`config.mk`:
```
export PLATFORM = sky130hd
export DESIGN_NAME = multi_alarm_clock
export DESIGN_NICKNAME = d
export VERILOG_FILES = /design/src/rtl/alarm_pkg.sv /design/src/rtl/alarm_channel.sv /design/src/rtl/multi_alarm_clock.sv
export SDC_FILE = /design/constraint.sdc
export NUM_CORES = 1
export LEC_CHECK = 0
export BUFFER_PORTS_ARGS = -buffer_cell sky130_fd_sc_hd__buf_2
export CAP_MARGIN = 30
export CORE_MARGIN = 3
export CORE_UTILIZATION = 65
export DETAILED_ROUTE_END_ITERATION = 8
export GPL_TIMING_DRIVEN = 0
export PLACE_DENSITY = 0.8
export SLEW_MARGIN = 20
export SYNTH_ARGS = -nofsm -noshare
export SYNTH_HDL_FRONTEND = slang
export SYNTH_SLANG_ARGS = --single-unit
export TNS_END_PERCENT = 20
```
`constraint.sdc`:
```
create_clock -name Clk -period 4.3 [get_ports Clk]
set_input_delay 0.86 -clock Clk [delete_from_list [all_inputs] [get_ports Clk]]
set_output_delay 0.86 -clock Clk [all_outputs]
set_load 0.01 [all_outputs]
```
`src/rtl/alarm_pkg.sv`:
```
// Shared types and constants for the multi-alarm clock.
//   alarm_state_t : per-channel alarm FSM state
//   time_t        : packed wall-clock time (day, hrs, min, sec)
//   *_MAX         : wrap limits of each time field
//   timer_width() : bit width of a seconds down-counter covering both ring and snooze
package alarm_pkg;

  typedef enum logic [1:0] {
    StIdle    = 2'd0,
    StRinging = 2'd1,
    StSnoozed = 2'd2
  } alarm_state_t;

  typedef struct packed {
    logic [2:0] day;
    logic [4:0] hrs;
    logic [5:0] min;
    logic [5:0] sec;
  } time_t;

  localparam int unsigned SEC_MAX = 59;
  localparam int unsigned MIN_MAX = 59;
  localparam int unsigned HRS_MAX = 23;
  localparam int unsigned DAY_MAX = 6;

  // Width needed to hold the longer of the two timeouts, expressed in seconds.
  function automatic int unsigned timer_width(input int unsigned ring_min,
                                              input int unsigned snooze_min);
    int unsigned max_sec;
    max_sec = ((ring_min > snooze_min) ? ring_min : snooze_min) * 60;
    return (max_sec < 2) ? 1 : $clog2(max_sec + 1);
  endfunction

endpackage

```
`src/rtl/alarm_channel.sv`:
```
// One alarm channel: alarm time, weekday mask, ring/snooze timers and the FSM.
//   clk_i, rst_ni      : clock, asynchronous active-low reset
//   pulse_i            : 1 s tick
//   enable_i           : channel enable; low forces idle
//   adv_min_i/adv_hrs_i: advance alarm minutes/hours (already qualified by tick and select)
//   mask_wr_i, mask_i  : weekday mask write strobe and data
//   eval_i             : current time just entered HH:MM:00 in run mode
//   cur_min_i/hrs/day  : current time
//   snooze_i, ack_i    : user controls
//   alarm_min_o/hrs_o  : alarm time for display
//   buzz_o             : registered ring output
module alarm_channel
  import alarm_pkg::*;
#(
  parameter int unsigned SnoozeMin   = 9,
  parameter int unsigned RingMin     = 5,
  parameter int unsigned MaxSnooze   = 3,
  parameter logic [6:0]  DefaultMask = 7'b0011111
) (
  input  logic       clk_i,
  input  logic       rst_ni,
  input  logic       pulse_i,
  input  logic       enable_i,
  input  logic       adv_min_i,
  input  logic       adv_hrs_i,
  input  logic       mask_wr_i,
  input  logic [6:0] mask_i,
  input  logic       eval_i,
  input  logic [5:0] cur_min_i,
  input  logic [4:0] cur_hrs_i,
  input  logic [2:0] cur_day_i,
  input  logic       snooze_i,
  input  logic       ack_i,
  output logic [5:0] alarm_min_o,
  output logic [4:0] alarm_hrs_o,
  output logic       buzz_o
);

  localparam int unsigned TW = timer_width(RingMin, SnoozeMin);
  localparam int unsigned CW = (MaxSnooze < 1) ? 1 : $clog2(MaxSnooze + 1);

  localparam logic [TW-1:0] RingLoad   = TW'(RingMin * 60);
  localparam logic [TW-1:0] SnoozeLoad = TW'(SnoozeMin * 60);
  localparam logic [CW-1:0] MaxCnt     = CW'(MaxSnooze);

  alarm_state_t  state_q;
  logic [TW-1:0] timer_q;
  logic [CW-1:0] snooze_cnt_q;
  logic          buzz_q;
  logic [5:0]    alarm_min_q;
  logic [4:0]    alarm_hrs_q;
  logic [6:0]    mask_q;
  logic [7:0]    mask_ext;
  logic          match;

  // Padded so a 3-bit day index never selects outside the vector.
  assign mask_ext = {1'b0, mask_q};

  assign match = eval_i & enable_i & mask_ext[cur_day_i] &
                 (cur_min_i == alarm_min_q) & (cur_hrs_i == alarm_hrs_q);

  // Alarm time and weekday mask.
  always_ff @(posedge clk_i or negedge rst_ni) begin
    if (!rst_ni) begin
      alarm_min_q <= '0;
      alarm_hrs_q <= '0;
      mask_q      <= DefaultMask;
    end else begin
      if (mask_wr_i) begin
        mask_q <= mask_i;
      end
      if (adv_min_i) begin
        alarm_min_q <= (alarm_min_q == 6'(MIN_MAX)) ? 6'd0 : alarm_min_q + 6'd1;
      end
      if (adv_hrs_i) begin
        alarm_hrs_q <= (alarm_hrs_q == 5'(HRS_MAX)) ? 5'd0 : alarm_hrs_q + 5'd1;
      end
    end
  end

  // Ring FSM. Controls are level-sensitive, but each acts only in the state it
  // leaves, so a held level fires once per state entry.
  always_ff @(posedge clk_i or negedge rst_ni) begin
    if (!rst_ni) begin
      state_q      <= StIdle;
      timer_q      <= '0;
      snooze_cnt_q <= '0;
      buzz_q       <= 1'b0;
    end else if (!enable_i) begin
      state_q <= StIdle;
      timer_q <= '0;
      buzz_q  <= 1'b0;
    end else begin
      case (state_q)
        StIdle: begin
          if (match) begin
            state_q      <= StRinging;
            timer_q      <= RingLoad;
            snooze_cnt_q <= '0;
            buzz_q       <= 1'b1;
          end
        end
        StRinging: begin
          if (ack_i) begin
            state_q <= StIdle;
            buzz_q  <= 1'b0;
          end else if (snooze_i) begin
            if (snooze_cnt_q < MaxCnt) begin
              state_q      <= StSnoozed;
              timer_q      <= SnoozeLoad;
              snooze_cnt_q <= snooze_cnt_q + 1'b1;
            end else begin
              state_q <= StIdle;
            end
            buzz_q <= 1'b0;
          end else if (match) begin
            timer_q <= RingLoad;
          end else if (pulse_i) begin
            if (timer_q <= TW'(1)) begin
              state_q <= StIdle;
              timer_q <= '0;
              buzz_q  <= 1'b0;
            end else begin
              timer_q <= timer_q - 1'b1;
            end
          end
        end
        StSnoozed: begin
          if (ack_i) begin
            state_q <= StIdle;
            buzz_q  <= 1'b0;
          end else if (match) begin
            state_q <= StRinging;
            timer_q <= RingLoad;
            buzz_q  <= 1'b1;
          end else if (pulse_i) begin
            if (timer_q <= TW'(1)) begin
              state_q <= StRinging;
              timer_q <= RingLoad;
              buzz_q  <= 1'b1;
            end else begin
              timer_q <= timer_q - 1'b1;
            end
          end
        end
        default: begin
          state_q <= StIdle;
          buzz_q  <= 1'b0;
        end
      endcase
    end
  end

  assign alarm_min_o = alarm_min_q;
  assign alarm_hrs_o = alarm_hrs_q;
  assign buzz_o      = buzz_q;

endmodule

```
`src/rtl/multi_alarm_clock.sv`:
```
// Multi-alarm clock core: timekeeping chain, time/alarm set logic, display mux
// and NUM_ALARMS independent alarm channels.
//   Clk, Reset_n         : clock, asynchronous active-low reset
//   Pulse                : 1 s tick, one Clk wide
//   Timeset, Alarmset    : set modes (Timeset has priority)
//   Alarmsel             : channel addressed by alarm set and mask writes
//   Minadv/Hrsadv/Dayadv : advance controls, acted on per Pulse
//   Daymask_wr/Daymask_in: weekday mask write to the selected channel
//   Alarmon              : per-channel enable
//   Snooze, Ack          : broadcast to all channels
//   Disp_*               : binary display fields
//   Buzz, Buzz_any       : per-channel ring and its OR
module multi_alarm_clock
  import alarm_pkg::*;
#(
  parameter int unsigned NUM_ALARMS   = 4,
  parameter int unsigned SNOOZE_MIN   = 9,
  parameter int unsigned RING_MIN     = 5,
  parameter int unsigned MAX_SNOOZE   = 3,
  parameter logic [6:0]  DEFAULT_MASK = 7'b0011111,
  localparam int unsigned SEL_W       = (NUM_ALARMS > 1) ? $clog2(NUM_ALARMS) : 1
) (
  input  logic                  Clk,
  input  logic                  Reset_n,
  input  logic                  Pulse,
  input  logic                  Timeset,
  input  logic                  Alarmset,
  input  logic [SEL_W-1:0]      Alarmsel,
  input  logic                  Minadv,
  input  logic                  Hrsadv,
  input  logic                  Dayadv,
  input  logic                  Daymask_wr,
  input  logic [6:0]            Daymask_in,
  input  logic [NUM_ALARMS-1:0] Alarmon,
  input  logic                  Snooze,
  input  logic                  Ack,
  output logic [5:0]            Disp_sec,
  output logic [5:0]            Disp_min,
  output logic [4:0]            Disp_hrs,
  output logic [2:0]            Disp_day,
  output logic [NUM_ALARMS-1:0] Buzz,
  output logic                  Buzz_any
);

  time_t      now_q;
  logic       eval_q;
  logic       alarm_mode;
  logic       eval;
  logic [5:0] alarm_min [NUM_ALARMS];
  logic [4:0] alarm_hrs [NUM_ALARMS];
  logic [5:0] sel_min;
  logic [4:0] sel_hrs;

  assign alarm_mode = Alarmset & ~Timeset;

  // Timekeeping. eval_q flags the cycle after the time entered HH:MM:00 in run
  // mode; alarm matching happens on that cycle.
  always_ff @(posedge Clk or negedge Reset_n) begin
    if (!Reset_n) begin
      now_q  <= '0;
      eval_q <= 1'b0;
    end else begin
      eval_q <= 1'b0;
      if (Timeset) begin
        now_q.sec <= '0;
        if (Pulse) begin
          if (Minadv) begin
            now_q.min <= (now_q.min == 6'(MIN_MAX)) ? 6'd0 : now_q.min + 6'd1;
          end
          if (Hrsadv) begin
            now_q.hrs <= (now_q.hrs == 5'(HRS_MAX)) ? 5'd0 : now_q.hrs + 5'd1;
          end
          if (Dayadv) begin
            now_q.day <= (now_q.day == 3'(DAY_MAX)) ? 3'd0 : now_q.day + 3'd1;
          end
        end
      end else if (Pulse) begin
        if (now_q.sec == 6'(SEC_MAX)) begin
          now_q.sec <= '0;
          eval_q    <= 1'b1;
          if (now_q.min == 6'(MIN_MAX)) begin
            now_q.min <= '0;
            if (now_q.hrs == 5'(HRS_MAX)) begin
              now_q.hrs <= '0;
              now_q.day <= (now_q.day == 3'(DAY_MAX)) ? 3'd0 : now_q.day + 3'd1;
            end else begin
              now_q.hrs <= now_q.hrs + 5'd1;
            end
          end else begin
            now_q.min <= now_q.min + 6'd1;
          end
        end else begin
          now_q.sec <= now_q.sec + 6'd1;
        end
      end
    end
  end

  // Entering Timeset right after a carry cancels that minute's evaluation.
  assign eval = eval_q & ~Timeset & (now_q.sec == 6'd0);

  for (genvar g = 0; g < NUM_ALARMS; g++) begin : g_ch
    logic sel;
    assign sel = (Alarmsel == SEL_W'(g));

    alarm_channel #(
      .SnoozeMin   (SNOOZE_MIN),
      .RingMin     (RING_MIN),
      .MaxSnooze   (MAX_SNOOZE),
      .DefaultMask (DEFAULT_MASK)
    ) u_ch (
      .clk_i       (Clk),
      .rst_ni      (Reset_n),
      .pulse_i     (Pulse),
      .enable_i    (Alarmon[g]),
      .adv_min_i   (Pulse & alarm_mode & Minadv & sel),
      .adv_hrs_i   (Pulse & alarm_mode & Hrsadv & sel),
      .mask_wr_i   (Daymask_wr & sel),
      .mask_i      (Daymask_in),
      .eval_i      (eval),
      .cur_min_i   (now_q.min),
      .cur_hrs_i   (now_q.hrs),
      .cur_day_i   (now_q.day),
      .snooze_i    (Snooze),
      .ack_i       (Ack),
      .alarm_min_o (alarm_min[g]),
      .alarm_hrs_o (alarm_hrs[g]),
      .buzz_o      (Buzz[g])
    );
  end

  // Selected alarm time; an out-of-range select shows 00:00.
  always_comb begin
    sel_min = '0;
    sel_hrs = '0;
    for (int i = 0; i < NUM_ALARMS; i++) begin
      if (Alarmsel == SEL_W'(i)) begin
        sel_min = alarm_min[i];
        sel_hrs = alarm_hrs[i];
      end
    end
  end

  always_comb begin
    Disp_sec = now_q.sec;
    Disp_min = now_q.min;
    Disp_hrs = now_q.hrs;
    if (alarm_mode) begin
      Disp_sec = '0;
      Disp_min = sel_min;
      Disp_hrs = sel_hrs;
    end
  end

  assign Disp_day = now_q.day;
  assign Buzz_any = |Buzz;

endmodule

```
**Word level (Yosys, flattened, before mapping)**

Index checks and enable logic that the tools add are counted.

- Equal/unequal tests: 98
- Add/subtract/negate cells: 20
- Bitwise logic cells: 35
- $lt $le $gt $ge: 9
- Muxes and demuxes: 215
- Reduce and logical (&&, ||, !) cells: 30

Operators with widths:

| kind | count |
|---|---|
| $mux 10 | 48 |
| $mux 2 | 64 |
| $pmux 10 s3 | 4 |
| $mux 6 | 13 |
| $ne 5x4->1 const B | 12 |
| $mux 5 | 11 |
| $mux 1 | 51 |
| $reduce_and 6->1 | 8 |
| $le 10x1->1 const B | 4 |
| $mux 20 | 2 |
| $ne 5x5->1 const B | 8 |
| $sub 10x1->10 const B | 4 |
| $add 6x1->6 const B | 6 |
| $eq 6x6->1 const B | 6 |
| $and 1x1->1 | 34 |
| $ne 4x3->1 const B | 8 |
| $mux 14 | 2 |
| $reduce_and 7->1 | 4 |
| $add 5x1->5 const B | 5 |
| $eq 5x5->1 const B | 5 |
| $eq 6x6->1 | 4 |
| $ne 3x3->1 const B | 8 |
| $pmux 2 s3 | 4 |
| $ne 2x1->1 const B | 11 |
| 25 further kinds | 81 |

- Bits of input ports: 24
- Flip-flop bits (word level): 153
- Word-level logic and storage cells: 440
- Output and inout bits: 25

**Longest topological paths before layout**

Gate-level depths: netlist of run 1.

- Depth after elaboration: 12
- Mapped depth: 10
- Gate-level depth less buffers: 8

**Cells and area by module**

A second synthesis of run 1 with hierarchy kept.

- Cell total of the unflattened synthesis: 1139
- Area total of the unflattened synthesis: 10695.3 µm²

By module, submodules not included:

| module | seq. area each (µm²) | times used | cells an instance | area an instance (µm²) |
|---|---|---|---|---|
| alarm_channel at g_ch[0].u_ch ... | 832.0 | 2 | 246 | 2268.4 |
| alarm_channel at g_ch[2].u_ch | 832.0 | 1 | 242 | 2249.7 |
| alarm_channel at g_ch[3].u_ch | 832.0 | 1 | 228 | 2152.1 |
| multi_alarm_clock | 525.5 | 1 | 177 | 1756.7 |

**Least setup slack after synthesis of run 1**

Ideal clock, no wire load.

- Path type: input -> output
- Start: input port Alarmsel[0]
- End: output port Disp_min[2]
- Arrival time: 2.188 ns
- Buffers on the path: 1
- Cell stages on the path: 3
- Data required time: 3.440 ns
- Setup slack: 1.252 ns
- Cells stage by stage: buf_1 mux4_2 mux2_2

- Longest elaborated chain between the ends: 6
- Elaborated cells between the ends (all ways): 9
- Those cells by class: eq/ne (3); mux (5); reduce/logical (1)

Ends and longest elaborated chain:

| what | RTL line | RTL |
|---|---|---|
| start: declaration | multi_alarm_clock.sv:28 | `input logic [SEL_W-1:0] Alarmsel,` |
| $logic_not 2->1 | multi_alarm_clock.sv:137 | `if (Alarmsel == SEL_W'(i)) begin` |
| $mux 6 (3 in a row) | multi_alarm_clock.sv:137 |  |
| $mux 6 (*) | multi_alarm_clock.sv:137 |  |
| $mux 6 (*) | multi_alarm_clock.sv:148 | `if (alarm_mode) begin` |
| end: declaration | multi_alarm_clock.sv:38 | `output logic [5:0] Disp_min,` |

Mark *: on every way between the ends. The rest lies on a longest branch, timed or not.

**Worst setup path in the final report of run 1**

- Start: input port Alarmsel[1]
- End: output port Disp_hrs[3]

- Longest elaborated chain between the ends: 6
- Elaborated cells between the ends (all ways): 9
- Those cells by class: eq/ne (3); mux (5); reduce/logical (1)

Ends and longest elaborated chain:

| what | RTL line | RTL |
|---|---|---|
| $logic_not 2->1 | multi_alarm_clock.sv:137 |  |
| $mux 5 (3 in a row) | multi_alarm_clock.sv:137 |  |
| $mux 5 (*) | multi_alarm_clock.sv:137 |  |
| $mux 5 (*) | multi_alarm_clock.sv:148 |  |
| end: declaration | multi_alarm_clock.sv:39 | `output logic [4:0] Disp_hrs,` |

Marked as above.

==> metrics.md, run 1 <==
| Metric | Value |
|---|---|
| Status | `completed` |
| Fin crit share | `84.2%` |
| Syn_nets | `1,167` |
| Die Y | `133 microns` |
| Resize count post-CTS | `0` |
| Setup crit start | `Alarmsel[1]` |
| Post-synth EDFFs | `0` |
| Hold Crit Class | `in2async` |
| Final net count | `1,235` |
| H-tree depth | `4` |
| Layout Cells excl Fill | `1,395` |
| CP Launch Type | `primary input` |
| Peak Freq | `276 MHz` |
| Initial drt markers | `783` |
| Dpl ws | `732 ps` |
| Gr ovfl total | `0` |
| Crit. End Element | `primary output` |
| Drt total wl | `25,800 microns` |
| CTS hold repair buffers | `0` |
| Postcts setup bufs | `0` |
| CTS root buf | `clkbuf_16` |
| CTS tree | `done` |
| Routed len/inst | `18.5 microns` |
| Die width | `133 microns` |
| Clk buf depth | `2` |
| Largest net degree at the start of global routing | `84` |
| PwrDens | `416 mW/mm^2` |
| ANT nets after route | `0` |
| Gr usage total | `29.9%` |
| Async S/R FF share, synth | `100%` |
| Gate Count Post-Synth | `1,103` |
| Worst Reg2Reg Path Length in Cells | `7` |
| Mean Syn Cell Area | `9.45 sq um` |
| RSZ-0062 raised after global routing | `no` |
| Final-report hold violation count | `0` |
| Num CTS Buffers | `17` |
| Yosys warning count | `0` |
| Clock-pin slew on the worst setup and hold paths | `70 ps` |
| Reg2reg setup slack | `1370 ps` |
| Maximum VDD drop | `0.423 mV` |
| Post-synthesis cell type count | `83` |
| DR DRC count | `0` |
| Critical-path maximum fanout | `10` |
| Worst r2r src | `now_q[13]` |
| Die ar. | `0.0176 sq mm` |
| First-pass GRT wire length | `42,800 microns` |
| Post-DP HPWL | `18,800 microns` |
| Final TNS setup | `0 ps` |
| Fin Clk Skew | `12.5 ps` |
| Worst-margin pin slew | `792 ps` |
| Io pins | `49` |
| Synth Cell Area | `0.0104 sq mm` |
| Initial core utilization | `67.6%` |
| Row count | `45` |
| # setup viols final | `0` |
| # placed instances | `1,362` |
| Critical path type | `in2out` |
| Share of layout cells above drive strength 1 | `18.8%` |
| Port Buffers | `46` |
| Number of vias per cell | `6.42` |
| Ant. Diodes | `0` |
| Most used flip-flop cell after synthesis | `dfrtp_1` |
| Post-synthesis sequential area ratio | `37.0%` |
| Fillers | `1,126` |
| Core ar. | `0.0154 sq mm` |
| MaxCap Viol Count | `0` |
| Final Max Tran Viols | `0` |
| Clk sinks | `153` |
| Fin crit period | `3620 ps` |
| Slew Limit Headroom | `47.2%` |
| Layout area overhead | `11.2%` |
| Pleak | `5.09 nW` |
| Final worst-path setup slack | `680 ps` |
| GP Congestion | `0.928` |
| Vias in the first global route | `8,377` |
| WP data arrival | `2760 ps` |
| Critical path endpoint | `Disp_hrs[3]` |
| Hold slack | `389 ps` |
| Via Count | `8,961` |
| Detailed Routing Iterations Pass 1 | `5` |
| Synth Register Bits | `153` |
| FF-to-FF End | `g_ch[2].u_ch.snooze_cnt_q[0]` |
| Antenna violations before repair | `1` |
| CP required | `3440 ps` |
| Worst skew pair latency | `440 ps` |
-- final cells by class --
| type | count | area, sq um | area share (%) |
|---|---|---|---|
| clock buffer | 18 | 450 | 3.89 |
| buffer | 61 | 292 | 2.52 |
| multi-input combinational | 839 | 6090 | 52.6 |
| sequential | 153 | 3850 | 33.3 |
| clock inverter | 14 | 170 | 1.47 |
| timing repair buffer | 49 | 278 | 2.40 |
| inverter | 50 | 188 | 1.62 |
| tap | 211 | 264 | 2.28 |
-- worst max-delay path, cell delays in order --
cell      delay [ps]
buf_2            120
clkbuf_1         400
clkbuf_1         520
mux4_2           400
mux2_2           310
buf_2            150
-- Yosys cell counts, types with 9 or more instances --
master	number	area share, %
mux2_2	61	6.6
nor2_1	59	2.1
a21oi_1	38	1.8
xor2_1	20	1.7
clkbuf_1	32	1.2
and3_1	12	0.72
a31oi_1	17	1.0
nor3_1	32	1.5
a21o_1	16	1.2
dfrtp_1	133	32
mux4_2	12	2.6
or3_1	11	0.66
nor2b_1	20	1.2
o31ai_1	18	1.3
nand3b_1	9	0.65
nand4_1	32	1.9
nand3_1	28	1.3
nand2b_1	18	1.1
ha_1	40	4.8
dfstp_2	20	5.0
inv_1	50	1.8
o21ai_0	52	2.5
nand2_1	114	4.1
buf_2	14	0.67
xnor2_1	42	3.5
mux2i_1	25	2.4
-- cells in the final DEF, fill, tap and decap left out, types with 16 or more instances in the layout --
master and count:
nor3_1 32, o21ai_0 52, ha_1 40, nand2_1 114
mux2i_1 25, buf_2 60, nor2b_1 20, nand4_1 32
dfrtp_1 133, nand3_1 28, a21oi_1 38, a31oi_1 17
mux2_2 61, dfstp_2 20, nand2b_1 18, nor2_1 59
a21o_1 16, inv_1 50, xnor2_1 42, o31ai_1 18
clkbuf_16 18, xor2_1 20, clkbuf_1 32
-- layer usage --
metal,up-vias,GRT usage [%],share of wire [%]
met5,-,0,0.050
li1,4210,-,-
met2,366,47.7,47
met4,2,8.72,2.1
met3,45,6.31,7.2
met1,4338,41.6,44
-- stage by stage --
step / cell area [sq um] / power (mW) / utilization (%)
floorplan: 10400 / 2.85 / -
CTS: 11600 / 4.81 / 75.1
global placement: 10900 / 3.21 / 70.8
finish: 11600 / 4.82 / 75.1
global route: 11600 / 5.08 / 75.1
detailed placement: 11000 / 3.27 / 71.1
-- power by group --
| part | switching [mW] | internal [mW] | leakage, nW | total (mW) |
|---|---|---|---|---|
| Combinational | 0.806 | 0.624 | 2.81 | 1.43 |
| Sequential | 0.193 | 1.65 | 1.97 | 1.84 |
| Clock | 0.722 | 0.821 | 0.304 | 1.54 |
| Total | 1.72 | 3.09 | 5.09 | 4.82 |
-- registers in the layout (all words and copies together) (netlist names) --
signal and flops:
g_ch.u_ch.snooze_cnt_q 8, g_ch.u_ch.alarm_hrs_o 20, Disp_day 3, eval_q 1
now_q 17, g_ch.u_ch.alarm_min_o 24, g_ch.u_ch.timer_q 40, g_ch.u_ch.buzz_o 4
g_ch.u_ch.mask_q 28, g_ch.u_ch.state_q 8
-- kinds of logic after synthesis --
kind of cell | after synthesis | share of synthesized area (%)
simple gates | 386 | 19.4
buf+inv | 111 | 4.60
flops | 153 | 37.0
mux | 98 | 11.6
xor+xnor | 62 | 5.21
fa+ha+maj | 40 | 4.80
compound gates | 253 | 17.4
-- how the worst min path moves through the flow --
stage,startpoint,to,depth (start not counted)
floorplan,g_ch[1].u_ch.timer_q[6],g_ch[1].u_ch.timer_q[6],1
global placement,g_ch[2].u_ch.mask_q[6],g_ch[2].u_ch.mask_q[6],1
detailed placement,g_ch[3].u_ch.mask_q[5],g_ch[3].u_ch.mask_q[5],1
CTS,Reset_n,g_ch[3].u_ch.timer_q[7],1
global route,Reset_n,g_ch[3].u_ch.timer_q[6],1
finish,Reset_n,g_ch[3].u_ch.timer_q[7],1
No activity file was read; power rests on OpenSTA's default activity.
==> run 2, diff against run 1 <==
- ABC_AREA: not set -> 1
- CORE_UTILIZATION: 65 -> 57
- PLACE_DENSITY: 0.8 -> 0.74
- clock period: 4.3 -> 3.2 ns (I/O delays scaled with it)
==> run 2 against run 1 <==
Effect of this change:
- final cell count increased by 41%
- worst hold slack got worse by 320 ps
- register-to-register slack got worse by 500 ps
- first-iteration DRC count increased by 5.4%
- die area increased by 20%
- critical path depth increased by 3
- clock power increased by 29%
- clock skew increased by 3.5 ps
- combinational power increased to 3.6 times the previous value
- core utilization decreased by 10 points
- power increased by 110%
- sequential share of layout area decreased by 1.9 points
- critical endpoint is now Disp_hrs[1]
==> metrics.md, run 2 <==
| Metric | Value |
|---|---|
| Commonest non-fill, non-tap cells in the layout | `461 x nand2_1, 191 x inv_1, 174 x nor2_1, 133 x dfrtp_1, 116 x o21ai_0` |
| Post-DP HPWL | `22,800 microns (+21%)` |
| Number of vias per cell | `5.53 (-14%)` |
| Post-synth top area share | `30.0% (-2.0 points)` |
| CTS hold repair buffers | `0 (unchanged)` |
| Io pins | `49 (unchanged)` |
| Top cells by area, synth | `dfrtp_1 30%, nand2_1 16%, inv_1 6.5%` |
| Postcts setup bufs | `0 (unchanged)` |
| Most common cell in the netlist | `nand2_1` |
| Die width | `146 microns (+9.8%)` |
| Slew Limit Headroom | `56.7% (+9.4 points)` |
| Final TNS setup | `0 ps (unchanged)` |
| CTS tree | `done` |
| Post-synthesis cell type count | `53 (-36%)` |
| Dpl ws | `367 ps (-365 ps)` |
| Post-synth EDFFs | `0 (unchanged)` |
| Fin Clk Skew | `15.9 ps (+3.46 ps)` |
| Post-synthesis sequential area ratio | `34.7% (-2.3 points)` |
| Critical-path maximum fanout | `10 (unchanged)` |
| Initial core utilization | `58.6% (-9.0 points)` |
| Biggest register | `g_ch.u_ch.timer_q` |
| Status | `completed` |
| Clk buf depth | `2 (unchanged)` |
| Crit. End Element | `primary output` |
| Core ar. | `0.0190 sq mm (+23%)` |
| Register Area | `0.00385 sq mm (unchanged)` |
| CP Launch Type | `primary input` |
| RSZ-0062 raised after global routing | `no` |
| Antenna violations before repair | `0 (-1)` |
| Most common library cell in the layout ignoring fill and taps | `nand2_1` |
| Multi-input gate area | `0.00615 sq mm (+1.0%)` |
| Resize count post-CTS | `0 (unchanged)` |
| Port Buffers | `44 (-4.3%)` |
| Detailed Routing Iterations Pass 1 | `7 (+2)` |
| Syn_nets | `1,696 (+45%)` |
| Clk sinks | `153 (unchanged)` |
| Fin area | `0.0123 sq mm (+6.0%)` |
| H-tree depth | `4 (unchanged)` |
| Gr usage total | `28.2% (-1.8 points)` |
| Mean Syn Cell Area | `6.81 sq um (-28%)` |
| Die ar. | `0.0212 sq mm (+20%)` |
| Layout area overhead | `10.6%` |
| Via Count | `10,900 (+22%)` |
| Share of layout cells above drive strength 1 | `12.0% (-6.8 points)` |
| Fin crit share | `91.3%` |
| GP Congestion | `0.969 (+4.4%)` |
| DR DRC count | `0 (unchanged)` |
| Largest net degree at the start of global routing | `62 (-26%)` |
| Yosys warning count | `0 (unchanged)` |
| First-pass GRT wire length | `49,500 microns (+16%)` |
| Synth area leader | `dfrtp_1` |
| Clock-pin slew on the worst setup and hold paths | `70 ps (about the same)` |
| PwrDens | `825 mW/mm^2 (+99%)` |
| Drt total wl | `29,800 microns (+15%)` |
| Maximum VDD drop | `0.414 mV (-2.2%)` |
| Worst-margin pin slew | `650 ps (-142 ps)` |
| Hold Crit Class | `in2async` |
| Routed len/inst | `15.1 microns (-18%)` |
| Final Max Tran Viols | `0 (unchanged)` |
| Max FFs per register | `40 (unchanged)` |
| Hold slack | `68.0 ps (-321 ps)` |
| Gate Count Post-Synth | `1,632 (+48%)` |
| Post-synth top cells | `461 x nand2_1, 191 x inv_1, 174 x nor2_1, 133 x dfrtp_1, 116 x o21ai_0` |
| Final worst-path setup slack | `278 ps (-402 ps)` |
| Ant. Diodes | `0 (unchanged)` |
| Synth Register Bits | `153 (unchanged)` |
| MaxCap Viol Count | `0 (unchanged)` |
| Initial drt markers | `825 (+5.4%)` |
| Die Y | `146 microns (+9.8%)` |
| Num CTS Buffers | `17 (unchanged)` |
| CTS root buf | `clkbuf_16` |
| Gr ovfl total | `0 (unchanged)` |
| Cell Area, Placed | `0.0117 sq mm (+6.9%)` |
| Row count | `50 (+11%)` |
| Worst skew pair latency | `440 ps (about the same)` |
| Async S/R FF share, synth | `100% (unchanged)` |
| Vias in the first global route | `10,200 (+22%)` |
| Most used flip-flop cell after synthesis | `dfrtp_1` |
| Critical path type | `in2out` |
| Synth Cell Area | `0.0111 sq mm (+6.6%)` |
| CP required | `2560 ps (-880 ps)` |
| Fillers | `1,765 (+57%)` |
| WP data arrival | `2280 ps (-480 ps)` |
| Fin crit period | `2920 ps` |
| ANT nets after route | `0 (unchanged)` |
| Peak Freq | `342 MHz` |
| Final net count | `1,761 (+43%)` |
| Pleak | `6.17 nW (+21%)` |
| Final-report hold violation count | `0 (unchanged)` |
| # setup viols final | `0 (unchanged)` |
[run 2: metrics by stage]
stage / power (mW) / cells / util [%]
floorplan: 6.78 / 1632 / -
global placement: 7.98 / 1936 / 61.5
detailed placement: 8.10 / 1938 / 61.8
CTS: 10.1 / 1970 / 64.8
global route: 11.0 / 1970 / 64.8
finish: 10.1 / 1970 / 64.8
[run 2: layer usage]
metal | global-route usage (%) | wire [microns] | part of all wire [%] | up-vias
met2 | 45.8 | 13800 | 46 | 342
met5 | 0 | 0 | 0 | -
met4 | 9.16 | 691 | 2.3 | 0
met3 | 4.42 | 1800 | 6.1 | 54
met1 | 38.8 | 13500 | 45 | 5091
li1 | - | - | - | 5411
[run 2: power by group]
part	total (mW)	internal (mW)	switching (mW)
combinational	5.13	1.79	3.34
clock	1.99	1.09	0.895
sequential	3.02	2.48	0.544
total	10.1	5.36	4.78
[run 2: path summary, 6_finish.rpt]
| path | startpoint | end | slack (ps) | cells after the start |
|---|---|---|---|---|
| max | Alarmsel[0] | Disp_hrs[1] | 280 | 9 |
| min | Reset_n | g_ch[3].u_ch.timer_q[4] | 70 | 1 |
| max reg2reg | now_q[0] | g_ch[1].u_ch.timer_q[2] | 870 | 12 |
| min reg2reg | g_ch[1].u_ch.timer_q[1] | g_ch[1].u_ch.timer_q[1] | 480 | 2 |
| max in group asynchronous | Reset_n | g_ch[0].u_ch.mask_q[0] | 2150 | 3 |
| min in group Clk | g_ch[1].u_ch.timer_q[1] | g_ch[1].u_ch.timer_q[1] | 480 | 2 |
[run 2: worst max-delay path, stage by stage]
cell and delay (ps):
buf_2 120, inv_1 50, nor2_1 70, inv_1 180, clkbuf_1 390, nor2_1 130, a221oi_1 370, a31oi_1 150
buf_2 180
[run 2: kinds of logic after synthesis]
| group | count (synthesis) | synth area share (%) |
|---|---|---|
| buffers and inverters | 267 | 9.91 |
| DFF | 153 | 34.7 |
| xor gates and xnor gates | 39 | 3.07 |
| AOI/OAI and AO/OA | 252 | 12.5 |
| adders and majority gates | 40 | 4.51 |
| and+or+nand+nor | 881 | 35.3 |
[run 2: layout make-up]
class | count | share of cell area [%]
inverter | 222 | 6.80
tap | 260 | 2.65
buffer | 45 | 2.16
sequential | 153 | 31.4
clock buffer | 18 | 3.49
clock inverter | 14 | 1.09
timing repair buffer | 46 | 2.32
multi-input combinational | 1212 | 50.1
